## src/rtl/otp_ctrl_part_buf_seq_pkg.sv

```systemverilog
`default_nettype none
//==============================================================================
// Module : otp_ctrl_part_buf_seq_pkg
// Brief  : State/error encodings and helpers for the partition buffer sequencer
// Rev    : 1.0
//==============================================================================
package otp_ctrl_part_buf_seq_pkg;

    // 6-bit shortened Hamming code words: every pair differs in >= 3 bits.
    typedef enum logic [5:0] {
        IDLE    = 6'b001011,
        INIT_RD = 6'b010101,
        INIT_WT = 6'b011110,
        INIT_WR = 6'b100110,
        READY   = 6'b101101,
        CHK_RD  = 6'b110011,
        CHK_WT  = 6'b111000,
        ERROR   = 6'b000000
    } state_e;

    typedef enum logic [2:0] {
        NoError    = 3'd0,
        OtpReadErr = 3'd1,
        CheckFail  = 3'd2,
        EccErr     = 3'd3,
        FsmErr     = 3'd4
    } err_code_e;

    function automatic int vbits(input int n);
        return (n <= 1) ? 1 : $clog2(n);
    endfunction

endpackage
`default_nettype wire

```

## src/rtl/otp_ctrl_part_buf_seq_if.sv

```systemverilog
`default_nettype none
//==============================================================================
// Module : otp_ctrl_part_buf_seq_if
// Brief  : Request, OTP read and ECC register file signals of the sequencer
// Rev    : 1.0
//==============================================================================
interface otp_ctrl_part_buf_seq_if #(
    parameter int OTP_AW = 11,
    parameter int AW     = 3
);
    import otp_ctrl_part_buf_seq_pkg::*;

    logic              init_req;
    logic              init_done;
    logic              chk_req;
    logic              chk_done;
    logic              otp_req;
    logic [OTP_AW-1:0] otp_addr;
    logic              otp_gnt;
    logic              otp_rvalid;
    logic [63:0]       otp_rdata;
    logic              otp_err;
    logic              reg_wren;
    logic [AW-1:0]     reg_addr;
    logic [63:0]       reg_wdata;
    logic [63:0]       reg_rdata;
    logic              ecc_err;
    err_code_e         error;

    modport master (
        input  init_req, chk_req, otp_gnt, otp_rvalid, otp_rdata, otp_err,
               reg_rdata, ecc_err,
        output init_done, chk_done, otp_req, otp_addr, reg_wren, reg_addr,
               reg_wdata, error
    );

    modport slave (
        output init_req, chk_req, otp_gnt, otp_rvalid, otp_rdata, otp_err,
               reg_rdata, ecc_err,
        input  init_done, chk_done, otp_req, otp_addr, reg_wren, reg_addr,
               reg_wdata, error
    );

endinterface
`default_nettype wire

```

## src/rtl/otp_ctrl_part_buf_seq.sv

```systemverilog
`default_nettype none
//==============================================================================
// Module : otp_ctrl_part_buf_seq
// Brief  : Fills a partition's ECC register file from OTP and re-checks it
// Rev    : 1.0
//==============================================================================
module otp_ctrl_part_buf_seq
    import otp_ctrl_part_buf_seq_pkg::*;
#(
    parameter int DEPTH         = 8,
    parameter int OTP_AW        = 11,
    parameter int BASE_WORD_ADR = 0
) (
    input  wire logic               clk,
    input  wire logic               rst,
    otp_ctrl_part_buf_seq_if.master bus
);

    localparam int AW = vbits(DEPTH);

    state_e        r_state;
    logic [AW-1:0] r_cnt;
    logic [63:0]   r_data;
    err_code_e     r_error;
    logic          r_init_done;
    logic          r_chk_done;
    logic          r_otp_req;
    logic          r_reg_wren;

    state_e        w_state_nxt;
    err_code_e     w_err_nxt;
    logic [AW-1:0] w_cnt_nxt;
    logic          w_capture;
    logic          w_init_done_set;
    logic          w_chk_done_nxt;
    logic          w_last;

    assign w_last = (r_cnt == AW'(DEPTH - 1));

    always_comb begin
        w_state_nxt     = r_state;
        w_err_nxt       = r_error;
        w_cnt_nxt       = r_cnt;
        w_capture       = 1'b0;
        w_init_done_set = 1'b0;
        w_chk_done_nxt  = 1'b0;

        case (r_state)
            IDLE: begin
                if (bus.init_req) w_state_nxt = INIT_RD;
            end
            INIT_RD: begin
                if (bus.otp_gnt) w_state_nxt = INIT_WT;
            end
            INIT_WT: begin
                if (bus.otp_rvalid) begin
                    if (bus.otp_err) begin
                        w_state_nxt = ERROR;
                        w_err_nxt   = OtpReadErr;
                    end else begin
                        w_capture   = 1'b1;
                        w_state_nxt = INIT_WR;
                    end
                end
            end
            INIT_WR: begin
                if (w_last) begin
                    w_cnt_nxt       = '0;
                    w_state_nxt     = READY;
                    w_init_done_set = 1'b1;
                end else begin
                    w_cnt_nxt   = r_cnt + AW'(1);
                    w_state_nxt = INIT_RD;
                end
            end
            READY: begin
                if (bus.chk_req) begin
                    w_cnt_nxt   = '0;
                    w_state_nxt = CHK_RD;
                end
            end
            CHK_RD: begin
                if (bus.otp_gnt) w_state_nxt = CHK_WT;
            end
            CHK_WT: begin
                if (bus.otp_rvalid) begin
                    if (bus.otp_err) begin
                        w_state_nxt = ERROR;
                        w_err_nxt   = OtpReadErr;
                    end else if (bus.otp_rdata != bus.reg_rdata) begin
                        w_state_nxt = ERROR;
                        w_err_nxt   = CheckFail;
                    end else if (w_last) begin
                        w_cnt_nxt      = '0;
                        w_state_nxt    = READY;
                        w_chk_done_nxt = 1'b1;
                    end else begin
                        w_cnt_nxt   = r_cnt + AW'(1);
                        w_state_nxt = CHK_RD;
                    end
                end
            end
            ERROR: begin
                w_state_nxt = ERROR;
            end
            default: begin
                w_state_nxt = ERROR;
                w_err_nxt   = FsmErr;
            end
        endcase

        // An ECC alarm pre-empts whatever the current state decided this cycle.
        if (bus.ecc_err && (r_state != IDLE) && (r_state != ERROR)) begin
            w_state_nxt     = ERROR;
            w_err_nxt       = EccErr;
            w_cnt_nxt       = r_cnt;
            w_capture       = 1'b0;
            w_init_done_set = 1'b0;
            w_chk_done_nxt  = 1'b0;
        end

        if (r_error != NoError) w_err_nxt = r_error;
    end

    always_ff @(posedge clk) begin
        if (rst) begin
            r_state     <= IDLE;
            r_cnt       <= '0;
            r_data      <= '0;
            r_error     <= NoError;
            r_init_done <= 1'b0;
            r_chk_done  <= 1'b0;
            r_otp_req   <= 1'b0;
            r_reg_wren  <= 1'b0;
        end else begin
            r_state     <= w_state_nxt;
            r_cnt       <= w_cnt_nxt;
            r_error     <= w_err_nxt;
            r_init_done <= r_init_done | w_init_done_set;
            r_chk_done  <= w_chk_done_nxt;
            r_otp_req   <= (w_state_nxt == INIT_RD) || (w_state_nxt == CHK_RD);
            r_reg_wren  <= (w_state_nxt == INIT_WR);
            if (w_capture) r_data <= bus.otp_rdata;
        end
    end

    assign bus.init_done = r_init_done;
    assign bus.chk_done  = r_chk_done;
    assign bus.otp_req   = r_otp_req;
    assign bus.otp_addr  = OTP_AW'(BASE_WORD_ADR) + OTP_AW'(r_cnt);
    assign bus.reg_wren  = r_reg_wren;
    assign bus.reg_addr  = r_cnt;
    assign bus.reg_wdata = r_data;
    assign bus.error     = r_error;

endmodule
`default_nettype wire

```

## src/flat_wrapper.sv

```systemverilog
// flat-port wrapper written by rule: the top's interface ports become plain ports
module otp_ctrl_part_buf_seq_flat import otp_ctrl_part_buf_seq_pkg::*;
#(
    parameter int DEPTH         = 8,
    parameter int OTP_AW        = 11,
    parameter int BASE_WORD_ADR = 0
)
  (clk, rst, bus_init_req, bus_chk_req, bus_otp_gnt, bus_otp_rvalid, bus_otp_rdata, bus_otp_err, bus_reg_rdata, bus_ecc_err, bus_init_done, bus_chk_done, bus_otp_req, bus_otp_addr, bus_reg_wren, bus_reg_addr, bus_reg_wdata, bus_error);
  otp_ctrl_part_buf_seq_if #(.OTP_AW(OTP_AW), .AW((3))) bus_i ();
  input  wire logic clk;
  input  wire logic rst;
  input wire logic [$bits(bus_i.init_req)-1:0] bus_init_req;
  input wire logic [$bits(bus_i.chk_req)-1:0] bus_chk_req;
  input wire logic [$bits(bus_i.otp_gnt)-1:0] bus_otp_gnt;
  input wire logic [$bits(bus_i.otp_rvalid)-1:0] bus_otp_rvalid;
  input wire logic [$bits(bus_i.otp_rdata)-1:0] bus_otp_rdata;
  input wire logic [$bits(bus_i.otp_err)-1:0] bus_otp_err;
  input wire logic [$bits(bus_i.reg_rdata)-1:0] bus_reg_rdata;
  input wire logic [$bits(bus_i.ecc_err)-1:0] bus_ecc_err;
  output wire logic [$bits(bus_i.init_done)-1:0] bus_init_done;
  output wire logic [$bits(bus_i.chk_done)-1:0] bus_chk_done;
  output wire logic [$bits(bus_i.otp_req)-1:0] bus_otp_req;
  output wire logic [$bits(bus_i.otp_addr)-1:0] bus_otp_addr;
  output wire logic [$bits(bus_i.reg_wren)-1:0] bus_reg_wren;
  output wire logic [$bits(bus_i.reg_addr)-1:0] bus_reg_addr;
  output wire logic [$bits(bus_i.reg_wdata)-1:0] bus_reg_wdata;
  output wire logic [$bits(bus_i.error)-1:0] bus_error;
  assign bus_i.init_req = bus_init_req;
  assign bus_i.chk_req = bus_chk_req;
  assign bus_i.otp_gnt = bus_otp_gnt;
  assign bus_i.otp_rvalid = bus_otp_rvalid;
  assign bus_i.otp_rdata = bus_otp_rdata;
  assign bus_i.otp_err = bus_otp_err;
  assign bus_i.reg_rdata = bus_reg_rdata;
  assign bus_i.ecc_err = bus_ecc_err;
  assign bus_init_done = bus_i.init_done;
  assign bus_chk_done = bus_i.chk_done;
  assign bus_otp_req = bus_i.otp_req;
  assign bus_otp_addr = bus_i.otp_addr;
  assign bus_reg_wren = bus_i.reg_wren;
  assign bus_reg_addr = bus_i.reg_addr;
  assign bus_reg_wdata = bus_i.reg_wdata;
  assign bus_error = bus_i.error;
  otp_ctrl_part_buf_seq #(.DEPTH(DEPTH), .OTP_AW(OTP_AW), .BASE_WORD_ADR(BASE_WORD_ADR)) u_core (.clk(clk), .rst(rst), .bus(bus_i));
endmodule
```

## config.mk

```make
export PLATFORM = sky130hd
export DESIGN_NAME = otp_ctrl_part_buf_seq_flat
export DESIGN_NICKNAME = d
export VERILOG_FILES = /design/src/rtl/otp_ctrl_part_buf_seq_pkg.sv /design/src/rtl/otp_ctrl_part_buf_seq_if.sv /design/src/rtl/otp_ctrl_part_buf_seq.sv /design/src/flat_wrapper.sv
export SDC_FILE = /design/constraint.sdc
export NUM_CORES = 1
export LEC_CHECK = 0
export ABC_AREA = 1
export CORE_UTILIZATION = 42
export CTS_CLUSTER_DIAMETER = 40
export DETAILED_ROUTE_END_ITERATION = 16
export GPL_TIMING_DRIVEN = 0
export HOLD_SLACK_MARGIN = 0.05
export PLACE_DENSITY_LB_ADDON = 0.25
export SYNTH_ARGS = -nofsm -noshare
export SYNTH_HDL_FRONTEND = slang
export SYNTH_SLANG_ARGS = --single-unit
```

## constraint.sdc

```tcl
create_clock -name clk -period 1.7 [get_ports clk]
set_input_delay 0.17 -clock clk [delete_from_list [all_inputs] [get_ports clk]]
set_output_delay 0.17 -clock clk [all_outputs]
set_load 0.01 [all_outputs]
```

=== Word level (Yosys, flattened, before mapping) ===
Cells that the tools add are included.
W data, S select, Z words.

* Multipliers: 0
* Divide/modulo/power cells: 0
* Add/subtract/negate cells: 1
* Reduce and logical (&&, ||, !) cells: 11
* Bitwise gates (word level): 5
* Shift operators: 0
* Mux-type cells: 33
* $lt $le $gt $ge: 0
* Eq/ne operators: 22

{| class="wikitable"
|+ Operator list
! operator !! number
|-
| $mux W6 || 11
|-
| $ne A64 B64 Y1 || 1
|-
| $pmux W6 S7 || 1
|-
| $eq A6 B6 Y1 const B || 6
|-
| $mux W3 || 11
|-
| $eq A6 B5 Y1 const B || 3
|-
| $pmux W3 S3 || 2
|-
| $reduce_and A6 Y1 || 2
|-
| $reduce_or A6 Y1 || 2
|-
| $ne A3 B2 Y1 const B || 3
|-
| $ne A2 B2 Y1 const B || 4
|-
| $mux W1 || 7
|-
| $eq A6 B4 Y1 const B || 1
|-
| $logic_not A6 Y1 || 1
|-
| $ne A6 B4 Y1 const B || 1
|-
| $reduce_bool A3 Y1 || 2
|-
| $reduce_bool A6 Y1 || 1
|-
| $mux W5 || 1
|-
| $ne A4 B2 Y1 const B || 1
|-
| $not A1 Y1 || 4
|-
| $add A3 B1 Y3 const B || 1
|-
| $eq A3 B3 Y1 const B || 1
|-
| $logic_and A1 B1 Y1 || 2
|-
| $ne A2 B1 Y1 const B || 1
|-
| other kinds (2) || 2
|}

* Bits of input ports: 136
* Logic and storage cells: 80
* ROM bits: 0
* Memory bits (writable): 0
* Memories kept: 0
* Flip-flop bits (word level): 80
* Bits in latches: 0
* Output and inout bits: 85

=== Longest topological paths before layout ===
Gate-level depths: netlist of run 1.

* Depth after elaboration: 9
* Depth in mapped cells: 14
* Mapped depth without buffers: 14

=== Worst setup path before layout of run 1 ===
OpenSTA, ideal clock, no wires.

* Kind: flip-flop to flip-flop
* Start point: reg u_core.r_cnt[0], in the netlist u_core.bus.reg_addr[0]
* End point: reg u_core.r_state[3]
* Stages on the path, launching flop included: 9
* Data arrival time: 1379 ps
* Data required time: 1577 ps
* Path slack: 198 ps
* Clock period less this slack: 1502 ps
* Path buffers: 0
* Setup time: 123 ps
* Path through: dfxtp_1 > ha_1 > ha_1 > inv_1 > nor2_1 > a2111oi_0 > nand2_1 > nand2_1 > nand2_1

* Cells in the longest elaborated chain, start to end: 7
* Elaborated cells on any way between the ends: 8
* Those cells by class: eq/ne (1); mux (7)

{| class="wikitable"
|+ Ends and longest elaborated chain
! item !! RTL line !! RTL
|-
| from (decl) || otp_ctrl_part_buf_seq.sv:22 || <nowiki>logic [AW-1:0] r_cnt;</nowiki>
|-
| from (signal assigned) || otp_ctrl_part_buf_seq.sv:137 || <nowiki>r_cnt <= w_cnt_nxt;</nowiki>
|-
| $eq A3 B3 Y1 * || otp_ctrl_part_buf_seq.sv:38 || <nowiki>assign w_last = (r_cnt == AW'(DEPTH - 1));</nowiki>
|-
| named net u_core.w_last || otp_ctrl_part_buf_seq.sv:36 || <nowiki>logic w_last;</nowiki>
|-
| $mux W5 || otp_ctrl_part_buf_seq.sv:93 || <nowiki>end else if (w_last) begin</nowiki>
|-
| $mux W6 || otp_ctrl_part_buf_seq.sv:90 || <nowiki>end else if (bus.otp_rdata != bus.reg_rdata) begin</nowiki>
|-
| $mux W6 || otp_ctrl_part_buf_seq.sv:87 || <nowiki>if (bus.otp_err) begin</nowiki>
|-
| $mux W6 || otp_ctrl_part_buf_seq.sv:86 || <nowiki>if (bus.otp_rvalid) begin</nowiki>
|-
| $pmux W6 S7 * || otp_ctrl_part_buf_seq.sv:48 || <nowiki>case (r_state)</nowiki>
|-
| $mux W6 * || otp_ctrl_part_buf_seq.sv:113 || <nowiki>if (bus.ecc_err && (r_state != IDLE) && (r_state != ERROR)) begin</nowiki>
|-
| to (signal assigned) || otp_ctrl_part_buf_seq.sv:136 || <nowiki>r_state <= w_state_nxt;</nowiki>
|-
| to (decl) || otp_ctrl_part_buf_seq.sv:21 || <nowiki>state_e r_state;</nowiki>
|}

Mark *: on every way through the listed nets, which the timed path passes. The rest lies on a longest branch.
A chain may end at the register's enable or synchronous reset.

=== Worst setup path in the final report of run 1 ===
* Start point: in bus_otp_rvalid
* End point: reg u_core.r_cnt[0], in the netlist u_core.bus.reg_addr[0]

* Cells in the longest elaborated chain, start to end: 2

{| class="wikitable"
|+ Ends and longest elaborated chain
! item !! RTL line !! RTL
|-
| from (decl) || flat_wrapper.sv:15 || <nowiki>input wire logic [$bits(bus_i.otp_rvalid)-1:0] bus_otp_rvalid;</nowiki>
|-
| $ne A2 B2 Y1 (no line) || n/a ||
|-
| $reduce_and A6 Y1 (no line) || n/a ||
|}

Every way passes these cells.

==> run_summary.xml, run 1 <==
<?xml version="1.0" encoding="UTF-8"?>
<metrics>
  <group name="timing">
    <metric name="max_slew.worst_pin.slew" unit="ps">512.0</metric>
    <metric name="top_achievable_clock_speed" unit="MHz">602.7</metric>
    <metric name="setup_slack" unit="ps">40.70</metric>
    <metric name="slew_viol_final" unit="">0</metric>
    <metric name="setup_tns" unit="ps">0</metric>
    <metric name="rsz_0062_raised_after_global_routing" unit="">true</metric>
    <metric name="setup_viol" unit="">0</metric>
    <metric name="holdWs" unit="ps">159.5</metric>
    <metric name="slew_headroom" unit="%">65.86</metric>
    <metric name="final_period_utilization" unit="%">97.61</metric>
    <metric name="hold_viol" unit="">0</metric>
    <metric name="finalCriticalPeriod" unit="ps">1659</metric>
    <metric name="worst_clock_skew" unit="ps">4.558</metric>
  </group>
  <group name="pwr">
    <metric name="totalPowerFinal" unit="mW">5.000</metric>
    <metric name="p_seq_share" unit="%">38.1</metric>
    <metric name="leakage" unit="nW">4.046</metric>
    <metric name="pwr_density_cell" unit="nW/µm²">631.9</metric>
    <metric name="cell_internal_pwr" unit="mW">3.846</metric>
    <metric name="power_switching" unit="mW">1.154</metric>
    <metric name="power_frac_clock" unit="%">45.6</metric>
    <metric name="sw_share" unit="%">23.08</metric>
    <metric name="comb_power_share" unit="%">16.3</metric>
    <metric name="max-vdd-ir-drop" unit="V">0.0006737</metric>
  </group>
  <group name="grt">
    <metric name="grt_util_all_layers" unit="%">23.23</metric>
    <metric name="globalRouteOverflowTotal" unit="">0</metric>
    <metric name="grt_pass1_vias" unit="">4635</metric>
    <metric name="grt_max_degree" unit="">14</metric>
    <metric name="antenna_found_initial" unit="">0</metric>
    <metric name="grt_pass1_wl" unit="µm">21100</metric>
  </group>
  <group name="logic_synthesis">
    <metric name="postSynthAreaPerCell" unit="µm²">6.391</metric>
    <metric name="synth_area_leaders" unit="">sky130_fd_sc_hd__dfxtp_1 34%, sky130_fd_sc_hd__inv_1 12%, sky130_fd_sc_hd__nand2_1 12%, sky130_fd_sc_hd__a21oi_1 7.8%, sky130_fd_sc_hd__nor2_1 7.3%</metric>
    <metric name="dominantRegCellSynth" unit="">sky130_fd_sc_hd__dfxtp_1</metric>
    <metric name="sequential_element_share_of_the_synthesized_area" unit="%">33.82</metric>
    <metric name="synth.largest_area_cell" unit="">sky130_fd_sc_hd__dfxtp_1</metric>
    <metric name="yosysWarnings" unit="">0</metric>
    <metric name="synth_edf_count" unit="">0</metric>
    <metric name="synth_cells" unit="">741</metric>
    <metric name="postSynth.asyncResetShare" unit="%">0</metric>
    <metric name="synth_cell_type_count" unit="">38</metric>
    <metric name="synth_top_area_share" unit="%">33.82</metric>
    <metric name="most_frequent_cell_after_synthesis" unit="">sky130_fd_sc_hd__inv_1</metric>
    <metric name="post_synth_instance_area" unit="µm²">4736</metric>
    <metric name="ys_seq_elements" unit="">80</metric>
    <metric name="synth.cells.most_frequent" unit="">157 x sky130_fd_sc_hd__inv_1, 154 x sky130_fd_sc_hd__nand2_1, 92 x sky130_fd_sc_hd__nor2_1</metric>
  </group>
  <group name="placement">
    <metric name="pre_cts_slack" unit="ps">-505.9</metric>
    <metric name="place.detailed.hpwl" unit="µm">10670</metric>
    <metric name="routability_cong" unit="">0.9048</metric>
    <metric name="portBuffers" unit="">211</metric>
  </group>
  <group name="detailed_routing">
    <metric name="dr_total_vias" unit="">5239</metric>
    <metric name="drtAntennaViolNets" unit="">0</metric>
    <metric name="drt_wl_total" unit="µm">14460</metric>
    <metric name="wl_per_cell" unit="µm">12.75</metric>
    <metric name="first_pass_iters" unit="">4</metric>
    <metric name="drc" unit="">0</metric>
    <metric name="drt_first_iter_violations" unit="">180</metric>
    <metric name="via_per_inst" unit="">4.620</metric>
  </group>
  <group name="critical_path">
    <metric name="timing.critical_path.max_delay_family" unit="">buffers and inverters</metric>
    <metric name="cp_max_fo" unit="">5</metric>
    <metric name="crit_path_end_kind" unit="">register</metric>
    <metric name="worst_setup_path_start_kind" unit="">input pin</metric>
    <metric name="cp_data_required_time" unit="ps">1960</metric>
    <metric name="delay_of_the_slowest_critical_path_stage" unit="ps">580</metric>
    <metric name="critPathBufInv" unit="">3</metric>
    <metric name="critical_path.cell_chain" unit="">clkdlybuf4s50_1, inv_1, nor2_4, nor2_1, nor4_4, buf_4, nand3_1, a21oi_1</metric>
    <metric name="critPathArrivalTime" unit="ps">1920</metric>
    <metric name="cpMaxStageDelayCell" unit="">sky130_fd_sc_hd__clkdlybuf4s50_1</metric>
    <metric name="setup.worst_path.class" unit="">input pin to register</metric>
  </group>
  <group name="clock_network">
    <metric name="tritoncts" unit="">done</metric>
    <metric name="cts.reportedPaths.clkPinSlew" unit="ps">60</metric>
    <metric name="clockBufferDepth" unit="">2</metric>
    <metric name="number_of_sinks_driven_by_the_clock_tree" unit="">80</metric>
    <metric name="clkLatencyLatePin" unit="ps">340</metric>
    <metric name="cts_buffers" unit="">9</metric>
    <metric name="maximum_level_of_the_cts_h_tree" unit="">3</metric>
    <metric name="clock_tree.root_cell" unit="">sky130_fd_sc_hd__clkbuf_16</metric>
  </group>
  <group name="run">
    <metric name="timing.max_cap.violations" unit="">0</metric>
  </group>
  <group name="floorplan">
    <metric name="core" unit="µm²">10940</metric>
    <metric name="floorplan.rows" unit="">38</metric>
    <metric name="num_io_pins" unit="">221</metric>
    <metric name="floorplan.initialDensity" unit="%">43.31</metric>
    <metric name="chipWidth" unit="µm">108.2</metric>
    <metric name="die-area" unit="µm²">11700</metric>
    <metric name="die_height" unit="µm">108.2</metric>
  </group>
  <group name="finish">
    <metric name="layout.nets" unit="">1127</metric>
    <metric name="synthToLayoutAreaGrowth" unit="%">67.11</metric>
    <metric name="final.fill_count" unit="">909</metric>
    <metric name="layout.core_utilization" unit="%">72.37</metric>
    <metric name="antennaDiodeCount" unit="">0</metric>
    <metric name="layout-drive-gt1-share" unit="%">12.98</metric>
  </group>
  <group name="hold_path">
    <metric name="min_path_type" unit="">input pin to register</metric>
  </group>
  <group name="outcome">
    <metric name="status" unit="">completed</metric>
  </group>
</metrics>
## final cells by class
class                      count  area (µm²)  area share [%]
inverter                     165       624.3           7.889
sequential                    80        1612           20.36
buffer                        33       279.0           3.526
clock buffer                  11       252.7           3.194
clock inverter                 5       102.6           1.296
multi-input combinational    470        2432           30.74
timing repair buffer         230        2436           30.78
tap                          140       175.2           2.213
## timing repair
| action | CTS | global route |
|---|---|---|
| pin swaps | 6 | 43 |
| gates resized for setup | 8 | 121 |
| cloned | 0 | 1 |
| hold buffers | 0 | 0 |
| buffers inserted | 1 | 17 |
| endpoints found under the setup margin | 22 | 73 |
## per-stage QoR
step,cell area [µm²],cells
6_report,7914,1134
3_3_place_gp,7049,1099
2_1_floorplan,4762,748
3_5_place_dp,7049,1099
4_1_cts,7428,1116
5_1_grt,7914,1134
## placed cells by master, fill, tap and decap left out, types with 12 or more instances in the layout
| cell | n |
|---|---|
| sky130_fd_sc_hd__o21ai_1 | 55 |
| sky130_fd_sc_hd__dlymetal6s2s_1 | 65 |
| sky130_fd_sc_hd__nor2_2 | 14 |
| sky130_fd_sc_hd__buf_4 | 28 |
| sky130_fd_sc_hd__xor2_1 | 19 |
| sky130_fd_sc_hd__a21oi_1 | 72 |
| sky130_fd_sc_hd__dfxtp_1 | 74 |
| sky130_fd_sc_hd__clkdlybuf4s50_1 | 144 |
| sky130_fd_sc_hd__buf_6 | 12 |
| sky130_fd_sc_hd__inv_1 | 154 |
| sky130_fd_sc_hd__nand2_1 | 147 |
| sky130_fd_sc_hd__nor2_1 | 78 |
## final timing paths
path,startpoint,endpoint,slack (ps),cells past startpoint
max,bus_otp_rvalid,u_core.bus.reg_addr[0],40,8
min,bus_otp_rdata[22],u_core.bus.reg_wdata[22],160,3
max reg2reg,u_core.r_state[3],u_core.bus.reg_wren,60,11
min reg2reg,u_core.bus.reg_wdata[43],u_core.bus.reg_wdata[43],440,2
## state kept, by name, indices dropped and copies added, names as in the netlist
name and cells:
u_core.bus.init_done 1, u_core.r_state 6, u_core.bus.otp_req 1, u_core.bus.reg_addr 3
u_core.bus.error 3, u_core.bus.reg_wren 1, u_core.bus.chk_done 1, u_core.bus.reg_wdata 64
## routing by layer
layer  routed length, µm  up-vias  track usage (%)
met2                7195      178            41.13
met3                1155       40            8.258
met4                 491        0            10.08
met1                5616     2276            24.76
li1                    -     2745                -
met5                   0        -                0
## worst min-delay path, stage by stage
cell and delay (ps):
sky130_fd_sc_hd__dlymetal6s2s_1 120, sky130_fd_sc_hd__o21ai_1 80, sky130_fd_sc_hd__a21oi_1 90
## kinds of logic after synthesis
| family | Yosys count | share of synthesized area (%) |
|---|---|---|
| simple gates | 291 | 26.95 |
| buf+inv | 198 | 18.76 |
| compound gates | 150 | 16.35 |
| flops | 80 | 33.82 |
| xor+xnor | 19 | 3.514 |
| fa+ha+maj | 2 | 0.5283 |
| other cells | 1 | 0.07918 |
## power by group through the flow
stage | Combinational, mW | Clock (mW) | Sequential (mW)
floorplan | 0.337 | 0 | 1.95
global placement | 0.776 | 0 | 1.95
detailed placement | 0.788 | 0 | 1.95
CTS | 0.792 | 2.32 | 1.90
global route | 0.901 | 2.39 | 1.91
finish | 0.817 | 2.28 | 1.90
Power figures use the tool's default switching activity.
==> inputs of run 2 (changes only) <==
- CTS_CLUSTER_SIZE: not set -> 20
==> results of run 2 <==
Same layout as run 1: the final DEF is identical, and so are final timing and power.
